--- src/rtl/fpga_top_pkg.sv ---
// Shared constants for the FPGA top level: reset-sequencer state encoding
// and default staged-release timing.
package fpga_top_pkg;

    localparam logic [1:0] ST_ASSERT  = 2'd0;
    localparam logic [1:0] ST_HOLD    = 2'd1;
    localparam logic [1:0] ST_STAGGER = 2'd2;
    localparam logic [1:0] ST_RUN     = 2'd3;

    typedef enum logic [1:0] {
        ASSERT  = ST_ASSERT,
        HOLD    = ST_HOLD,
        STAGGER = ST_STAGGER,
        RUN     = ST_RUN
    } seq_state_e;

    localparam int CORE_HOLD_DEF = 16;
    localparam int IO_DELAY_DEF  = 4;
    localparam int CNT_W_DEF     = 16;

endpackage

--- src/rtl/reset_sequencer.sv ---
// Staged reset release: the FP adder core comes out of reset first, the I/O
// side IO_DELAY cycles later; a ready flag and completion counter aid debug.
module reset_sequencer
    import fpga_top_pkg::*;
#(
    parameter int CORE_HOLD = CORE_HOLD_DEF,
    parameter int IO_DELAY  = IO_DELAY_DEF,
    parameter int CNT_W     = CNT_W_DEF
) (
    input  logic       clk,
    input  logic       reset,
    output logic       rst_core,
    output logic       rst_io,
    output logic       ready,
    output logic       seq_done,
    output logic [7:0] seq_count
);

    localparam logic [CNT_W-1:0] CORE_LAST = CNT_W'(CORE_HOLD - 1);
    localparam logic [CNT_W-1:0] IO_LAST   = CNT_W'(IO_DELAY - 1);

    seq_state_e       state_q, state_d;
    logic [CNT_W-1:0] cnt_q, cnt_d;
    logic             rst_core_q, rst_core_d;
    logic             rst_io_q, rst_io_d;
    logic             ready_q, ready_d;
    logic             seq_done_q, seq_done_d;
    // Cleared only by configuration, never by reset, so it survives restarts.
    logic [7:0]       seq_count_q = 8'd0;
    logic [7:0]       seq_count_d;

    always_comb begin
        state_d     = state_q;
        cnt_d       = cnt_q;
        rst_core_d  = rst_core_q;
        rst_io_d    = rst_io_q;
        ready_d     = ready_q;
        seq_done_d  = 1'b0;
        seq_count_d = seq_count_q;
        case (state_q)
            ASSERT: begin
                state_d = HOLD;
                cnt_d   = '0;
            end
            HOLD: begin
                if (cnt_q == CORE_LAST) begin
                    rst_core_d = 1'b0;
                    cnt_d      = '0;
                    state_d    = STAGGER;
                end else begin
                    cnt_d = cnt_q + CNT_W'(1);
                end
            end
            STAGGER: begin
                if (cnt_q == IO_LAST) begin
                    rst_io_d    = 1'b0;
                    ready_d     = 1'b1;
                    seq_done_d  = 1'b1;
                    seq_count_d = seq_count_q + 8'd1;
                    cnt_d       = '0;
                    state_d     = RUN;
                end else begin
                    cnt_d = cnt_q + CNT_W'(1);
                end
            end
            default: ;
        endcase
    end

    always_ff @(posedge clk) begin
        if (reset) begin
            state_q    <= ASSERT;
            cnt_q      <= '0;
            rst_core_q <= 1'b1;
            rst_io_q   <= 1'b1;
            ready_q    <= 1'b0;
            seq_done_q <= 1'b0;
        end else begin
            state_q    <= state_d;
            cnt_q      <= cnt_d;
            rst_core_q <= rst_core_d;
            rst_io_q   <= rst_io_d;
            ready_q    <= ready_d;
            seq_done_q <= seq_done_d;
        end
    end

    always_ff @(posedge clk) begin
        if (!reset) begin
            seq_count_q <= seq_count_d;
        end
    end

    assign rst_core  = rst_core_q;
    assign rst_io    = rst_io_q;
    assign ready     = ready_q;
    assign seq_done  = seq_done_q;
    assign seq_count = seq_count_q;

endmodule

--- config.mk ---
export PLATFORM = sky130hd
export DESIGN_NAME = reset_sequencer
export DESIGN_NICKNAME = d
export VERILOG_FILES = /design/src/rtl/fpga_top_pkg.sv /design/src/rtl/reset_sequencer.sv
export SDC_FILE = /design/constraint.sdc
export NUM_CORES = 1
export LEC_CHECK = 0
export BUFFER_PORTS_ARGS = -buffer_cell sky130_fd_sc_hd__buf_2
export CAP_MARGIN = 20
export CELL_PAD_IN_SITES_DETAIL_PLACEMENT = 1
export CELL_PAD_IN_SITES_GLOBAL_PLACEMENT = 1
export CORE_MARGIN = 2
export CORE_UTILIZATION = 23
export CTS_CLUSTER_SIZE = 16
export DETAILED_ROUTE_END_ITERATION = 8
export MAX_ROUTING_LAYER = met4
export PLACE_DENSITY = 0.55
export SLEW_MARGIN = 20
export SYNTH_ARGS = -nofsm -noshare
export SYNTH_HDL_FRONTEND = slang
export SYNTH_SLANG_ARGS = --single-unit
--- constraint.sdc ---
create_clock -name clk -period 6.8 [get_ports clk]
set_input_delay 0.68 -clock clk [delete_from_list [all_inputs] [get_ports clk]]
set_output_delay 0.68 -clock clk [all_outputs]
set_load 0.02 [all_outputs]
-- After elaboration in Yosys (flattened, before gate mapping)
Index checks and enable logic that the tools add are counted.
- register bits: 30
- input port bits: 2
- output and inout bits: 12
- word-level logic and storage cells: 31
- add/sub/neg operators: 2
- equal/unequal tests: 6
- muxes and demuxes: 7
- bitwise gates (word level): 2
- reduce and logical (&&, ||, !) cells: 7
- operators by type and width (cell ; count):
    case mux 16 bit (3 select lines) ; 1
    two-way mux 16 bit ; 2
    adder 16 x 1 -> 16 bit (second input constant) ; 1
    equality test 16 x 2 -> 1 bit (second input constant) ; 1
    equality test 16 x 4 -> 1 bit (second input constant) ; 1
    adder 8 x 1 -> 8 bit (second input constant) ; 1
    case mux 2 bit (3 select lines) ; 1
    AND reduction 3 bit ; 2
    two-way mux 2 bit ; 2
    != test 2 bit (second input constant) ; 2
    AND reduction 2 bit ; 2
    nonzero test 3 bit ; 1
    equality test 2 x 1 -> 1 bit (second input constant) ; 1
    equality test 2 bit (second input constant) ; 1
    logical NOT 2 bit ; 1
    NOT 1 bit ; 2
    OR reduction 2 bit ; 1
    two-way mux 1 bit ; 1

-- Logic depth before layout (Yosys ltp)
- depth after elaboration: 3
- mapped depth: 8
- gate-level depth less buffers: 7

-- Least setup slack after synthesis
Ideal clock, no wire load.
- kind: register to register
- from: register cnt_q[0]
- to: register seq_count_q[0], in the netlist seq_count[0] (enable)
- library setup time: 0.390 ns
- arrival time: 1.779 ns
- required time: 6.410 ns
- slack: 4.630 ns
- stages on the path, launching flop included: 5
- path buffers: 0
- period minus slack after synthesis: 2.170 ns
- path through: dfxtp_1 > ha_1 > nor3b_1 > nand4_2 > nor3b_1
- word-level cells in the longest chain between the ends: 2
- RTL lines (what ; RTL line ; source):
    from (decl) ; reset_sequencer.sv:23 ; logic [CNT_W-1:0] cnt_q, cnt_d;
    from (signal assigned) ; reset_sequencer.sv:80 ; cnt_q <= cnt_d;
    equality test 16 x 2 -> 1 bit ; reset_sequencer.sv:55 ; if (cnt_q == IO_LAST) begin
    AND reduction 3 bit (no source line) ; -- ;
    to (signal assigned) ; reset_sequencer.sv:90 ; seq_count_q <= seq_count_d;
    to (decl) ; reset_sequencer.sv:29 ; logic [7:0] seq_count_q = 8'd0;
No other way between the ends.
A chain may end at the register's enable or synchronous reset.

-- Worst setup path after layout
- from: register cnt_q[0]
- to: register cnt_q[3]
- word-level cells in the longest chain between the ends: 3
- RTL lines (what ; RTL line ; source):
    adder 16 x 1 -> 16 bit, or another cell as far along ; reset_sequencer.sv:51, reset_sequencer.sv:63 ;
    two-way mux 16 bit, on equally long branches ; reset_sequencer.sv:55, reset_sequencer.sv:46 ;
    case mux 16 bit (3 select lines) * ; reset_sequencer.sv:40 ; case (state_q)
Mark *: on every way between the ends. The rest lies on a longest branch, timed or not.

==> impl_metrics.tcl <==
set metrics [dict create \
    fin_hold_ws_ps 472 \
    cap_violations 0 \
    critPathBufInv 0 \
    final_common_cell "dfxtp_1" \
    post-route-period-util_pct 33.7 \
    synth_cell_types 34 \
    numCtsBuffers 5 \
    most-common-layout-cells "dfxtp_1, nor2_1, buf_2" \
    hold_class "reg2reg" \
    outcome "finished clean" \
    grt_antenna_before_repair 0 \
    numPortBuffers 13 \
    die-area_sq_mm 0.00730 \
    htree_levels 2 \
    hold_viol 0 \
    nets 177 \
    ys.flop_type "dfxtp_1" \
    hold_buffers 0 \
    max_clock_freq_mhz 436 \
    crit_type "reg2reg" \
    synth-edff-count 8 \
    max_stage_delay_ps 560 \
    wire_per_inst_um 13.2 \
    yosysWarnings 0 \
    drt_iter0_markers 40 \
    critPathRequiredTime_ps 6980 \
    via_count 1183 \
    end_kind "register" \
    clockBufferDepth 2 \
    yosysSeqAreaShare_pct 44.6 \
    num_rows 29 \
    clk_latency_ps 280 \
    dp_hpwl_um 2420 \
    avgSynthCellArea_sq_um 10.0 \
    dieWidth_um 85.4 \
    syn_nets 160 \
    cts_tree "built" \
    drc 0 \
    cp_max_fo 13 \
    p_per_area_mw_per_mm2 239 \
    drive_gt1_share_pct 18.2 \
    via_per_inst 4.79 \
    cts_resized 0 \
    grt_pass1_wl_um 5610 \
    setup_ws_ps 4510 \
    dr.pass1.iters 4 \
    grt_pass1_vias 1162 \
    drtAntennaViolNets 0 \
    async_reset_ff_share_pct 0 \
    grt.total_usage_pct 10.0 \
    p_leak_nw 0.669 \
    peakVddDrop_mv 0.108 \
    syn_area_sq_mm 0.00153 \
    slew_headroom_pct 59.5 \
    cp.depth 6 \
    reg2regPathDepth 6 \
    ys_seq_elements 30 \
    timing.setup.tns_ps 0 \
    die_height_um 85.4 \
    place_ws_ps 4480 \
    grt_overflow 0 \
    postCtsSetupRepairBufs 0 \
    drt_wl_total_um 3270 \
    final.setup_skew_ps 4.26 \
    setup_violations 0 \
    clock_sinks 30 \
    gp_congestion 0.714 \
    root_buffer "clkbuf_8" \
    syn_to_final_growth_pct 14.7 \
    grt_setup_unrepaired "false" \
    critPathArrivalTime_ps 2470 \
    crit_family "compound AO/OA/AOI/OAI gates" \
    path_cells "ha_1 -> nor3b_1 -> nand4_2 -> a22oi_2 -> nor2_2 -> a221o_1" \
    tightest_slew_ps 608 \
    start_util_pct 23.9 \
    period_needed_ps 2290 \
    critPathLaunchType "register" \
    grt_max_degree 14 \
    clk_pin_slew_ps 70 \
    core_sq_mm 0.00639 \
    io_pins 14 \
    critical_path.slowest_cell "a22oi_2" \
    antenna_cells 0 \
    slew_violations 0 \
    syn_inst 152 \
    min_path_cells 2 \
]
worst min-delay path: stages, from the launching register on:
cell	delay [ps]
dfxtp_1	310
o21ai_0	70
nand2_1	50
cells in the mapped netlist, types with 2 or more instances:
| cell | instances | share of area [%] |
|---|---|---|
| a21o_1 | 2 | 0.98 |
| a22o_1 | 6 | 3.4 |
| a31o_2 | 2 | 1.1 |
| and2_1 | 2 | 0.82 |
| and3_1 | 5 | 2.1 |
| and4_1 | 4 | 2.3 |
| buf_6 | 2 | 1.5 |
| clkbuf_1 | 2 | 0.49 |
| dfxtp_1 | 22 | 29 |
| edfxtp_1 | 8 | 16 |
| ha_1 | 6 | 4.9 |
| inv_1 | 6 | 1.5 |
| nand2_1 | 11 | 2.7 |
| nand3_1 | 8 | 2.6 |
| nand4_1 | 5 | 2.1 |
| nor2_1 | 15 | 3.7 |
| nor2_2 | 2 | 0.82 |
| nor2b_1 | 3 | 1.2 |
| nor3_1 | 4 | 1.3 |
| nor3b_1 | 4 | 2.0 |
| nor4_4 | 3 | 4.2 |
| o21ai_0 | 5 | 1.6 |
| o21ai_1 | 3 | 0.98 |
| o31ai_1 | 3 | 1.5 |
| xnor2_1 | 5 | 2.9 |
| xor2_1 | 6 | 3.4 |
worst paths after layout:
path / to / slack (ps) / from
setup / recovery: cnt_q[3]$_SDFFE_PP0P_ / 4510 / cnt_q[0]$_SDFFE_PP0P_
hold reg to reg: rst_core$_SDFFE_PP1P_ / 470 / rst_core$_SDFFE_PP1P_
setup reg to reg: cnt_q[3]$_SDFFE_PP0P_ / 4510 / cnt_q[0]$_SDFFE_PP0P_
hold / removal: rst_core$_SDFFE_PP1P_ / 470 / rst_core$_SDFFE_PP1P_
state kept, by name, summed over array words and instances, names as in the netlist:
name	cells
rst_io	1
state_q	2
seq_count	8
rst_core	1
ready	1
seq_done	1
cnt_q	16
layout make-up:
class	instances	area, sq um
fill	756	4640
multi-input combinational	112	792
sequential	30	681
tap	77	96.3
timing repair buffer	14	72.6
clock buffer	5	68.8
inverter	6	22.5
clock inverter	3	16.3
power by group:
group          internal [mW]  leakage, nW  switching [mW]
registers              0.190        0.252         0.00818
logic                 0.0285        0.375          0.0517
clock network         0.0699       0.0416          0.0692
total                  0.288        0.669           0.129
kinds of logic (layout without fill, tap and decap cells):
logic type,count (synthesis),after routing,share of synthesized area [%]
AND/OR/NAND/NOR,68,68,27.0
buffers and inverters,10,28,3.45
XOR/XNOR,11,11,6.32
flip-flops,30,30,44.6
AO/OA/AOI/OAI,26,26,13.0
multiplexers,1,1,0.656
adder cells (fa/ha/maj),6,6,4.92
stage by stage:
step | cells | utilization, % | area [sq um] | power (mW)
after global placement | 239 | 26.1 | 1660 | 0.283
after CTS | 247 | 27.4 | 1750 | 0.427
final | 247 | 27.4 | 1750 | 0.417
after detailed placement | 239 | 26.1 | 1660 | 0.284
after floorplan | 152 | - | 1530 | 0.267
after global routing | 247 | 27.4 | 1750 | 0.447
routing by layer:
metal / GRT usage [%] / share of wire, % / vias to the layer above
li1: - / - / 591
met1: 13.1 / 51 / 562
met2: 14.6 / 43 / 23
met3: 2.92 / 4.5 / 7
met4: 3.90 / 1.6 / 0
met5: - / 0 / -
(Power assumes the default switching activity.)
